File: src/rtl/mem_reader_pkg.sv
// mem_reader_pkg: shared types and default widths for the streaming memory reader.
//   state_t     FSM states of mem_stream_reader (IDLE, READ, DRAIN)
//   DEF_*       default ADDR_W / DATA_W / LEN_W / DEPTH parameter values
package mem_reader_pkg;

  localparam int unsigned DEF_ADDR_W = 11;
  localparam int unsigned DEF_DATA_W = 8;
  localparam int unsigned DEF_LEN_W  = 11;
  localparam int unsigned DEF_DEPTH  = 512;

  typedef enum logic [1:0] {
    IDLE,
    READ,
    DRAIN
  } state_t;

endpackage

File: src/rtl/mem_reader_skid.sv
// mem_reader_skid: 2-entry FIFO holding returned read data plus its last flag.
//   clk, rst_n             clock, async active-low reset
//   push/push_data/last    write one entry (caller guarantees room)
//   pop                    remove head entry (ignored when empty)
//   flush                  discard all entries; wins over push/pop
//   count                  number of stored entries (0..2)
//   head_valid/data/last   current head entry
module mem_reader_skid
  import mem_reader_pkg::*;
#(
  parameter int unsigned DATA_W = DEF_DATA_W
) (
  input  logic              clk,
  input  logic              rst_n,
  input  logic              push,
  input  logic [DATA_W-1:0] push_data,
  input  logic              push_last,
  input  logic              pop,
  input  logic              flush,
  output logic [1:0]        count,
  output logic              head_valid,
  output logic [DATA_W-1:0] head_data,
  output logic              head_last
);

  logic [DATA_W:0] slot_q [2];
  logic [DATA_W:0] slot_d [2];
  logic            wr_ptr_q, wr_ptr_d;
  logic            rd_ptr_q, rd_ptr_d;
  logic [1:0]      count_q, count_d;
  logic            do_pop;

  always_comb begin
    slot_d   = slot_q;
    wr_ptr_d = wr_ptr_q;
    rd_ptr_d = rd_ptr_q;
    count_d  = count_q;
    do_pop   = pop && (count_q != 2'd0);
    if (flush) begin
      wr_ptr_d = 1'b0;
      rd_ptr_d = 1'b0;
      count_d  = 2'd0;
    end else begin
      if (push) begin
        slot_d[wr_ptr_q] = {push_last, push_data};
        wr_ptr_d         = ~wr_ptr_q;
      end
      if (do_pop) begin
        rd_ptr_d = ~rd_ptr_q;
      end
      count_d = count_q + {1'b0, push} - {1'b0, do_pop};
    end
  end

  always_ff @(posedge clk or negedge rst_n) begin
    if (!rst_n) begin
      for (int unsigned i = 0; i < 2; i++) begin
        slot_q[i] <= '0;
      end
      wr_ptr_q <= 1'b0;
      rd_ptr_q <= 1'b0;
      count_q  <= 2'd0;
    end else begin
      slot_q   <= slot_d;
      wr_ptr_q <= wr_ptr_d;
      rd_ptr_q <= rd_ptr_d;
      count_q  <= count_d;
    end
  end

  assign count      = count_q;
  assign head_valid = (count_q != 2'd0);
  assign head_data  = slot_q[rd_ptr_q][DATA_W-1:0];
  assign head_last  = slot_q[rd_ptr_q][DATA_W];

endmodule

File: src/rtl/mem_stream_reader.sv
// mem_stream_reader: drains a (start address, length) span of the dual-port
// byte memory through read port B and presents it as a valid/ready byte stream.
//   clk, rst_n                     clock, async active-low reset
//   cmd_valid/ready/addr/len       command handshake; len 0 completes at once
//   mem_enb/mem_addrb/mem_doutb    memory read port, 1-cycle read latency
//   m_valid/m_ready/m_data/m_last  output byte stream, m_last on final byte
//   done                           one-cycle pulse after command completion
//   abort                          only with MEM_READER_ABORT_EN defined:
//                                  cancels the active command and flushes data
module mem_stream_reader
  import mem_reader_pkg::*;
#(
  parameter int unsigned ADDR_W = DEF_ADDR_W,
  parameter int unsigned DATA_W = DEF_DATA_W,
  parameter int unsigned DEPTH  = DEF_DEPTH,
  parameter int unsigned LEN_W  = DEF_LEN_W
) (
`ifdef MEM_READER_ABORT_EN
  input  logic              abort,
`endif
  input  logic              clk,
  input  logic              rst_n,
  input  logic              cmd_valid,
  output logic              cmd_ready,
  input  logic [ADDR_W-1:0] cmd_addr,
  input  logic [LEN_W-1:0]  cmd_len,
  output logic              mem_enb,
  output logic [ADDR_W-1:0] mem_addrb,
  input  logic [DATA_W-1:0] mem_doutb,
  output logic              m_valid,
  input  logic              m_ready,
  output logic [DATA_W-1:0] m_data,
  output logic              m_last,
  output logic              done
);

  localparam int unsigned IDX_W = $clog2(DEPTH);

  state_t           state_q, state_d;
  logic [IDX_W-1:0] addr_q, addr_d;
  logic [LEN_W-1:0] rem_q, rem_d;
  logic             inflight_q, inflight_d;
  logic             inflight_last_q, inflight_last_d;
  logic             done_q, done_d;

  logic              abort_w;
  logic              flush;
  logic              pop;
  logic              issue;
  logic [2:0]        occupancy;
  logic [1:0]        fifo_count;
  logic              head_valid;
  logic              head_last;
  logic [DATA_W-1:0] head_data;
  logic              unused_addr;

`ifdef MEM_READER_ABORT_EN
  assign abort_w = abort;
`else
  assign abort_w = 1'b0;
`endif

  // Address bits above the memory index are deliberately ignored.
  assign unused_addr = ^cmd_addr;

  always_comb begin
    pop       = head_valid && m_ready;
    // Reads issued now return into the FIFO next cycle; counting the in-flight
    // read and this cycle's pop keeps FIFO + in-flight at or below 2.
    occupancy = {1'b0, fifo_count} + {2'b0, inflight_q} - {2'b0, pop};
    flush     = abort_w && (state_q != IDLE);
    issue     = (state_q == READ) && !abort_w && (occupancy < 3'd2);

    state_d         = state_q;
    addr_d          = addr_q;
    rem_d           = rem_q;
    inflight_d      = issue;
    inflight_last_d = issue && (rem_q == LEN_W'(1));
    done_d          = 1'b0;

    if (flush) begin
      state_d = IDLE;
      done_d  = 1'b1;
    end else begin
      case (state_q)
        IDLE: begin
          if (cmd_valid) begin
            if (cmd_len == '0) begin
              done_d = 1'b1;
            end else begin
              state_d = READ;
              addr_d  = cmd_addr[IDX_W-1:0];
              rem_d   = cmd_len;
            end
          end
        end
        READ: begin
          if (issue) begin
            addr_d = addr_q + IDX_W'(1);
            rem_d  = rem_q - LEN_W'(1);
            if (rem_q == LEN_W'(1)) begin
              state_d = DRAIN;
            end
          end
        end
        DRAIN: begin
          if (pop && head_last) begin
            state_d = IDLE;
            done_d  = 1'b1;
          end
        end
        default: state_d = IDLE;
      endcase
    end
  end

  always_ff @(posedge clk or negedge rst_n) begin
    if (!rst_n) begin
      state_q         <= IDLE;
      addr_q          <= '0;
      rem_q           <= '0;
      inflight_q      <= 1'b0;
      inflight_last_q <= 1'b0;
      done_q          <= 1'b0;
    end else begin
      state_q         <= state_d;
      addr_q          <= addr_d;
      rem_q           <= rem_d;
      inflight_q      <= inflight_d;
      inflight_last_q <= inflight_last_d;
      done_q          <= done_d;
    end
  end

  mem_reader_skid #(
    .DATA_W(DATA_W)
  ) u_skid (
    .clk       (clk),
    .rst_n     (rst_n),
    .push      (inflight_q),
    .push_data (mem_doutb),
    .push_last (inflight_last_q),
    .pop       (pop),
    .flush     (flush),
    .count     (fifo_count),
    .head_valid(head_valid),
    .head_data (head_data),
    .head_last (head_last)
  );

  assign cmd_ready = (state_q == IDLE);
  assign mem_enb   = issue;
  assign mem_addrb = ADDR_W'(addr_q);
  assign m_valid   = head_valid;
  assign m_data    = head_data;
  assign m_last    = head_last;
  assign done      = done_q;

endmodule
File: config.mk
export PLATFORM = sky130hd
export DESIGN_NAME = mem_stream_reader
export DESIGN_NICKNAME = d
export VERILOG_FILES = /design/src/rtl/mem_reader_pkg.sv /design/src/rtl/mem_reader_skid.sv /design/src/rtl/mem_stream_reader.sv
export SDC_FILE = /design/constraint.sdc
export NUM_CORES = 1
export LEC_CHECK = 0
export CORE_MARGIN = 2
export CORE_UTILIZATION = 45
export DETAILED_ROUTE_END_ITERATION = 8
export PLACE_DENSITY = 0.73
export SLEW_MARGIN = 20
export SYNTH_ARGS = -nofsm -noshare
export SYNTH_HDL_FRONTEND = slang
export SYNTH_SLANG_ARGS = --single-unit
export TNS_END_PERCENT = 10
File: constraint.sdc
create_clock -name clk -period 6.81 [get_ports clk]
set_input_delay 2.043 -clock clk [delete_from_list [all_inputs] [get_ports clk]]
set_output_delay 2.043 -clock clk [all_outputs]
set_load 0.01 [all_outputs]
# Yosys cells after proc, flatten, opt, wreduce, memory -nomap -nowiden
# Index checks and enable logic that the tools add are counted.
[word_totals]
inputBits = 34
reg_bits = 47
out_inout_bits = 24
wordCells = 69
[op_classes]
reduce_logical = 12
order_cmp = 4
bitwise_logic = 4
add_sub_neg = 6
eq_ne = 8
n_mux = 24
[op_table]
columns = ["operator", "count"]
rows = [
  ["2-to-1 mux 9 bit", 7],
  ["2-to-1 mux 11 bit", 3],
  ["case mux 11 bit (2 select lines)", 1],
  ["bitwise mux 18 bit", 1],
  ["case mux 9 bit (2 select lines)", 1],
  ["== test 11 x 1 -> 1 bit (second input constant)", 1],
  ["zero test 11 bit", 1],
  ["subtractor 11 x 1 -> 11 bit (second input constant)", 1],
  ["2-to-1 mux 2 bit", 5],
  ["adder 9 x 1 -> 9 bit (second input constant)", 1],
  ["demux 9 bit (select 1 bit)", 1],
  ["inequality test 2 bit (second input constant)", 4],
  ["logical AND 1 bit", 6],
  ["case mux 2 bit (3 select lines)", 1],
  ["AND reduction 5 bit", 1],
  ["greater-or-equal comparator 2 bit (second input constant)", 2],
  ["inverter 1 -> 2 bit", 2],
  ["AND reduction 4 bit", 1],
  ["nonzero test 2 bit", 2],
  ["adder 2 x 1 -> 3 bit", 1],
  ["less-than comparator 3 x 2 -> 1 bit (second input constant)", 1],
  ["2-to-1 mux 1 bit", 3],
  ["subtractor 3 x 1 -> 3 bit", 1],
  ["adder 2 x 1 -> 2 bit", 1],
  ["8 further kinds", 9],
]

# Depth between registers and ports, before layout
[logic_depth]
depth_word = 7
mapped_depth = 10
mapped_depth_nobuf = 8

# Cells and area by module
# From an unflattened synthesis, not the netlist that was laid out.
[unflattened]
hier_cells = 258
area_unflattened_um2 = 2758.9
[by_module_without_submodules]
columns = ["module", "seq_area_each_um2", "cells_per_inst", "area_each_um2", "n_inst"]
rows = [
  ["mem_stream_reader", 625.6, 191, 1742.9, 1],
  ["mem_reader_skid", 550.5, 67, 1016.0, 1],
]

# Least setup slack after synthesis
# No wires, ideal clock.
[synth_path]
path_type = "input to output"
start = "input port m_ready"
end = "output port mem_enb"
path_buffers = 0
t_arrival_ns = 3.408
cell_stages = 7
path_slack_ns = 1.359
required_ns = 4.767
cell_sequence = "o21a_1 > ha_1 > nor2b_1 > fa_1 > xor2_1 > nand2_1 > nor2_1"
[synth_via]
elab_chain_cells = 4
[synth_rtl]
columns = ["element", "line", "rtl"]
rows = [
  ["from (decl)", "mem_stream_reader.sv:31", "input logic m_ready,"],
  ["logical AND 1 bit", "mem_stream_reader.sv:67", "pop = head_valid && m_ready;"],
  ["subtractor 3 x 1 -> 3 bit", "mem_stream_reader.sv:70", "occupancy = {1'b0, fifo_count} + {2'b0, inflight_q} - {2'b0, pop};"],
  ["less-than comparator 3 x 2 -> 1 bit", "mem_stream_reader.sv:72", "issue = (state_q == READ) && !abort_w && (occupancy < 3'd2);"],
  ["logical AND 1 bit", "mem_stream_reader.sv:72", ""],
  ["to (decl)", "mem_stream_reader.sv:27", "output logic mem_enb,"],
]
# No other way between the ends.

# Worst setup path after layout
# Ends and elaborated chain as after synthesis.

==> key figures <==
Clock network
  • Clock buffers created by TritonCTS: 5
  • Max clock buf depth: 2
  • Number of clock sinks: 47
  • H-tree depth: 2
  • Setup Fix Bufs, Post-CTS: 0
  • Cts hold-fix bufs: 0
  • Worst-skew pair later-pin latency: 0.30 ns
  • Root Driver: clkbuf_8
  • Post-CTS sizing: 0
  • CTS tree: done
  • Clk slew on worst S/H paths: 0.09 ns

Setup path
  • Cell mode on critical path: clkdlybuf4s50_1
  • Worst path arrival time: 4.51 ns
  • Worst r2r src: u_skid.count[1]
  • Critical Path Start: m_ready
  • Crit start category: input pin
  • Max FO, Critical Path: 4
  • Max incr delay on CP: 0.55 ns
  • Crit-path slowest cell: clkdlybuf4s50_1
  • Crit. End Element: output pin
  • Req. time, crit path: 4.77 ns
  • Worst-path cell chain: clkdlybuf4s50_1, o21a_1, ha_1, nor2b_1, fa_1, inv_1, nand2_1, nor2_1, clkdlybuf4s50_1
  • Setup CP Type: in2out

Drt
  • Final WL: 5950 µm
  • DR vias: 2168
  • Vias per std cell: 5.84
  • Wire per inst: 16.0 µm
  • Initial drt markers: 77
  • ANT nets after route: 0
  • DR pass1 iterations: 4
  • Drc violations: 0

Placed design
  • PortBufs: 53
  • Gpl congestion: 0.783
  • Pre-CTS setup slack: 0.256 ns
  • HPWL after detailed placement: 4080 µm

Global routing
  • Vias in the first global route: 1988
  • Grt met2 use: 30.7%
  • First-pass GRT wire length: 9620 µm
  • Initial antenna violation count: 0
  • GR Util All Layers: 19.1%
  • M3 GR Usage: 3.96%
  • Overflow after GRT: 0
  • Top Usage Layer GRT: met2
  • M1 GR Usage: 26.0%
  • Largest net degree at the start of global routing: 48

Power
  • NetSw: 0.648 mW
  • Clk network pwr share: 13.3%
  • Flop pwr share: 33.7%
  • Maximum vdd ir drop: 221 µV
  • Net Sw Frac: 41.3%
  • Power Density: 481 nW/µm²
  • Static Leak: 1.36 nW
  • Pint: 0.920 mW
  • Comb power frac: 53.0%

Timing
  • Final period util: 96.2%
  • Layout Skew: 0.00313 ns
  • RSZ-0062 raised after global routing: no
  • Worst Tran Pin Value: 0.879 ns
  • Worst Hold Slack: 0.494 ns
  • Min cycle time layout: 6.55 ns
  • Final setup vio count: 0
  • Hold Violations, Final: 0
  • Final Max Slew Viols: 0
  • Setup slack after layout: 0.262 ns
  • Slew margin rel.: 41.2%
  • Total negative slack: 0 ns
  • Max Fclk: 153 MHz

Run
  • Max-cap violation count: 0

Logic synthesis
  • Commonest register cell after synthesis: dfrtp_1
  • Post-synth ARST share: 100%
  • Register area share after synthesis: 45.4%
  • Yosys reg bits: 47
  • Synth warn: 0
  • Avg Synthesized Cell Area: 10.1 µm²
  • Post-synth EDFFs: 0
  • Post-synthesis instance total: 256
  • Netlist Area Pre-Place: 2590 µm²
  • Count of different cell masters after synthesis: 48

Finish
  • Final net count: 339
  • Utilization after layout: 58.8%
  • Share of cells above drive strength 1: 15.7%
  • Area added between synthesis and finish: 25.8%
  • Number of diodes: 0

Min path
  • Worst Hold Class: reg2reg
  • Hold Path Origin: rem_q[7]

Die
  • Initial core utilization: 46.8%
  • Core area: 5540 µm²
  • Die area: 6380 µm²
  • Die width: 79.9 µm
  • Die Ht: 79.9 µm
  • Number of cell rows: 27
  • I/O pin count: 58

Status
  • Status: complete, no violations
## layout make-up
cell class	count	area, µm²
clock buffer	5	68.8
sequential	47	1180
multi-input combinational	181	1310
timing repair buffer	55	543
inverter	8	30.0
clock inverter	3	43.8
tap	72	90.1
fill	494	2280
## worst max-delay path: cells and delay by family
family                     cells  cell delay [ns]
adders and majority gates      2             0.69
and+or+nand+nor                3             0.42
buffers and inverters          3             1.13
AOI/OAI and AO/OA              1             0.21
## routing by layer
metal	part of all wire, %	up-vias
met5	0	-
met2	48	66
met1	46	1064
met3	5.4	9
met4	1.3	0
li1	-	1029
## final timing paths
kind / to / slack [ns] / depth (start not counted)
worst max-delay path: mem_enb / 0.26 / 9
worst min-delay path: rem_q[7] / 0.49 / 1
worst max register to register: rem_q[9] / 3.82 / 8
worst min register to register: rem_q[7] / 0.49 / 1
max in group asynchronous: rem_q[5] / 4.67 / 1
min in group asynchronous: u_skid.count[1] / 1.74 / 1
## Yosys cell counts, types with 3 or more instances
master      n  area [µm²]
o22ai_1     3        18.8
a21oi_1    17        85.1
dfrtp_1    47        1180
mux2_2     27         304
o32ai_1     4        35.0
ha_1        6        75.1
o21ai_0    10        50.1
o2bb2ai_1   4        35.0
clkbuf_1   16        60.1
nand2_1    24        90.1
nor2_1      8        30.0
o31ai_1     6        45.0
nand3_1     6        30.0
inv_1       8        30.0
o41ai_1     4        35.0
nand2b_1    3        18.8
nor2b_1     4        25.0
a31oi_1    11        68.8
xor2_1      3        26.3
nor4_1      6        37.5
or3_1       3        18.8
## logic make-up after synthesis
logic type / count (synthesis) / share of synthesized area [%]
DFF: 47 / 45.4
and+or+nand+nor: 68 / 14.1
other: 1 / 0.145
adders and majority gates: 7 / 3.67
xor gates and xnor gates: 5 / 1.69
muxes: 27 / 11.7
AOI/OAI and AO/OA: 72 / 18.7
buffers and inverters: 29 / 4.59
## flip-flops by register name, summed over array words and instances (netlist names)
signal,flops
addr_q,9
done,1
inflight_last_q,1
inflight_q,1
rem_q,11
state_q,2
u_skid.count,2
u_skid.rd_ptr_q,1
u_skid.slot_q,18
u_skid.wr_ptr_q,1
## power groups by stage
stage          Combinational (mW)  Sequential, mW  Clock (mW)
2_1_floorplan               0.560           0.502           0
3_3_place_gp                0.817           0.526           0
3_5_place_dp                0.835           0.532           0
4_1_cts                     0.838           0.527       0.215
5_1_grt                     0.913           0.551       0.227
6_report                    0.831           0.529       0.209
## stage by stage
step                      power, mW  instances  instance area, µm²
final                          1.57        371                3260
after detailed placement       1.37        363                3140
after global placement         1.34        363                3140
after CTS                      1.58        371                3250
after global routing           1.69        371                3260
after floorplan                1.06        257                2590
## cell usage in the layout, fill, tap and decap left out, drive strengths merged, types with 3 or more instances in the layout
cell,synthesis,layout
a21oi,17,17
a31oi,11,11
buf,5,3
clkbuf,16,5
clkdlybuf4s50,0,52
dfrtp,47,47
ha,6,6
inv,8,8
mux2,27,27
nand2,24,24
nand2b,3,3
nand3,6,6
nor2,8,8
nor2b,4,4
nor4,6,6
o21ai,10,10
o22ai,3,3
o2bb2ai,4,4
o31ai,6,6
o32ai,4,4
o41ai,4,4
or3,4,4
xor2,3,3
(Power assumes the default switching activity.)
==> RTL change (same settings) <==
Add a define of `MEM_READER_ABORT_EN`.
--- a/src/rtl/mem_stream_reader.sv
+++ b/src/rtl/mem_stream_reader.sv
@@ -7,6 +7,8 @@
 //   done                           one-cycle pulse after command completion
 //   abort                          only with MEM_READER_ABORT_EN defined:
 //                                  cancels the active command and flushes data
+`define MEM_READER_ABORT_EN
+
 module mem_stream_reader
   import mem_reader_pkg::*;
 #(
Interface: changed (added abort); port bits go from 58 to 59. No check against the original RTL was run, so the function may have changed too.
==> RTL change against the original RTL <==
  * Cell area is 0.46% higher
  * Sequential cell count stayed put
  * Routed wire length is 5.6% lower
  * Combinational power is 30% lower
  * Sequential power is 5.7% lower
  * Non-clock buffer count is 2 higher
  * Area after synthesis is 0.34% higher
  * Total power is 18% lower
  * Worst setup slack worse by 0.072 ns
  * Critical endpoint unchanged
  * Largest cell class unchanged
==> RTL change: results <==
group,metric,value,unit
power_and_ir_drop,irDropWorstVdd,0.1806,mV
critical_path,rrSetupSlack,3.64,ns
critical_path,critPathMaxFanout,2,
synthesis,syn_inst,255,
global_routing,use_met3,4.864,%
finish,drive_gt1_share,14.90,%
routing,num_vias,2120,
place,place_ws,0.1962,ns
routing,wl,5.617,mm
synthesis,synthMuxAreaShare,12.46,%
global_routing,gr-usage-met1,24.22,%
cts,clockRootBuffer,"clkbuf_8",
hold_path,min_to,"u_skid.slot_q[13]$_DFFE_PN0P_",
synthesis,yosys-top-cells-count,"47 x dfrtp_1, 27 x mux2_2, 17 x nor3_1",
finish,fin_cells,374,
sta,worst_pin_slew,0.8137,ns
global_routing,grt_pass1_wl,9.301,mm
finish,final_nets,343,
global_routing,grt_util_met2,30.92,%
global_routing,first_global_vias,1974,
finish,reg_top3,"u_skid.slot_q: 18 flops, rem_q: 11 flops, addr_q: 9 flops",
sta,whs,0.5079,ns
synthesis,synth_xor_area_share,1.684,%
synthesis,yosysUniqueCellTypes,45,
sta,final.setup_skew,0.007490,ns
outcome,status,"completed",
sta,fin_crit,6.620,ns
place,place_area,3156,um2
place,gp_congestion,0.8046,
critical_path,r2r-end,"rem_q[9]$_DFFE_PN0P_",
synthesis,ys_seq_area_share,45.24,%
place,hpwl,3.905,mm
routing,drt_iter0_drc,124,
critical_path,reg2regPathDepth,10,
cts,cts_max_level,2,
finish,antenna_cells,0,
power_and_ir_drop,p_leak,1.372,nW
critical_path,critical_path_arrival,4.58,ns
global_routing,grt_use_total,18.62,%
hold_path,hp-start,"u_skid.slot_q[13]$_DFFE_PN0P_",
synthesis,synth_compound_area_share,16.12,%
synthesis,synth-adder-area-share,3.657,%
synthesis,ys_async_sr_fraction,100.0,%
place,port_buffers,54,
synthesis,synth_area_leaders,"dfrtp_1 45%, mux2_2 12%, a2bb2oi_1 4.0%, nor3_1 3.3%, ha_1 2.9%",
-- RTL change: cell type report --
cell class | count | area (um2)
clock buffer | 5 | 68.82
sequential | 47 | 1176
tap | 72 | 90.09
timing repair buffer | 57 | 560.5
fill | 490 | 2266
clock inverter | 3 | 47.55
multi-input combinational | 182 | 1301
inverter | 8 | 30.03
-- RTL change: power by group --
| group | leakage (nW) | internal (mW) | switching (mW) |
|---|---|---|---|
| combinational | 0.737 | 0.330 | 0.249 |
| clock | 0.0587 | 0.111 | 0.0988 |
| sequential | 0.576 | 0.393 | 0.105 |
| total | 1.37 | 0.834 | 0.453 |
-- RTL change: per-layer routing --
layer	vias up	part of all wire, %
met1	1017	46
met4	0	0.68
met3	4	5.6
li1	1029	-
met2	70	47
met5	-	0
-- RTL change: critical path, stage by stage --
cell and delay (ns):
clkdlybuf4s50_1 0.46, o21a_1 0.15, ha_1 0.23, inv_1 0.06, ha_1 0.17, inv_1 0.06, fa_1 0.50, nor2b_1 0.19
and3_1 0.19, clkdlybuf4s50_1 0.53
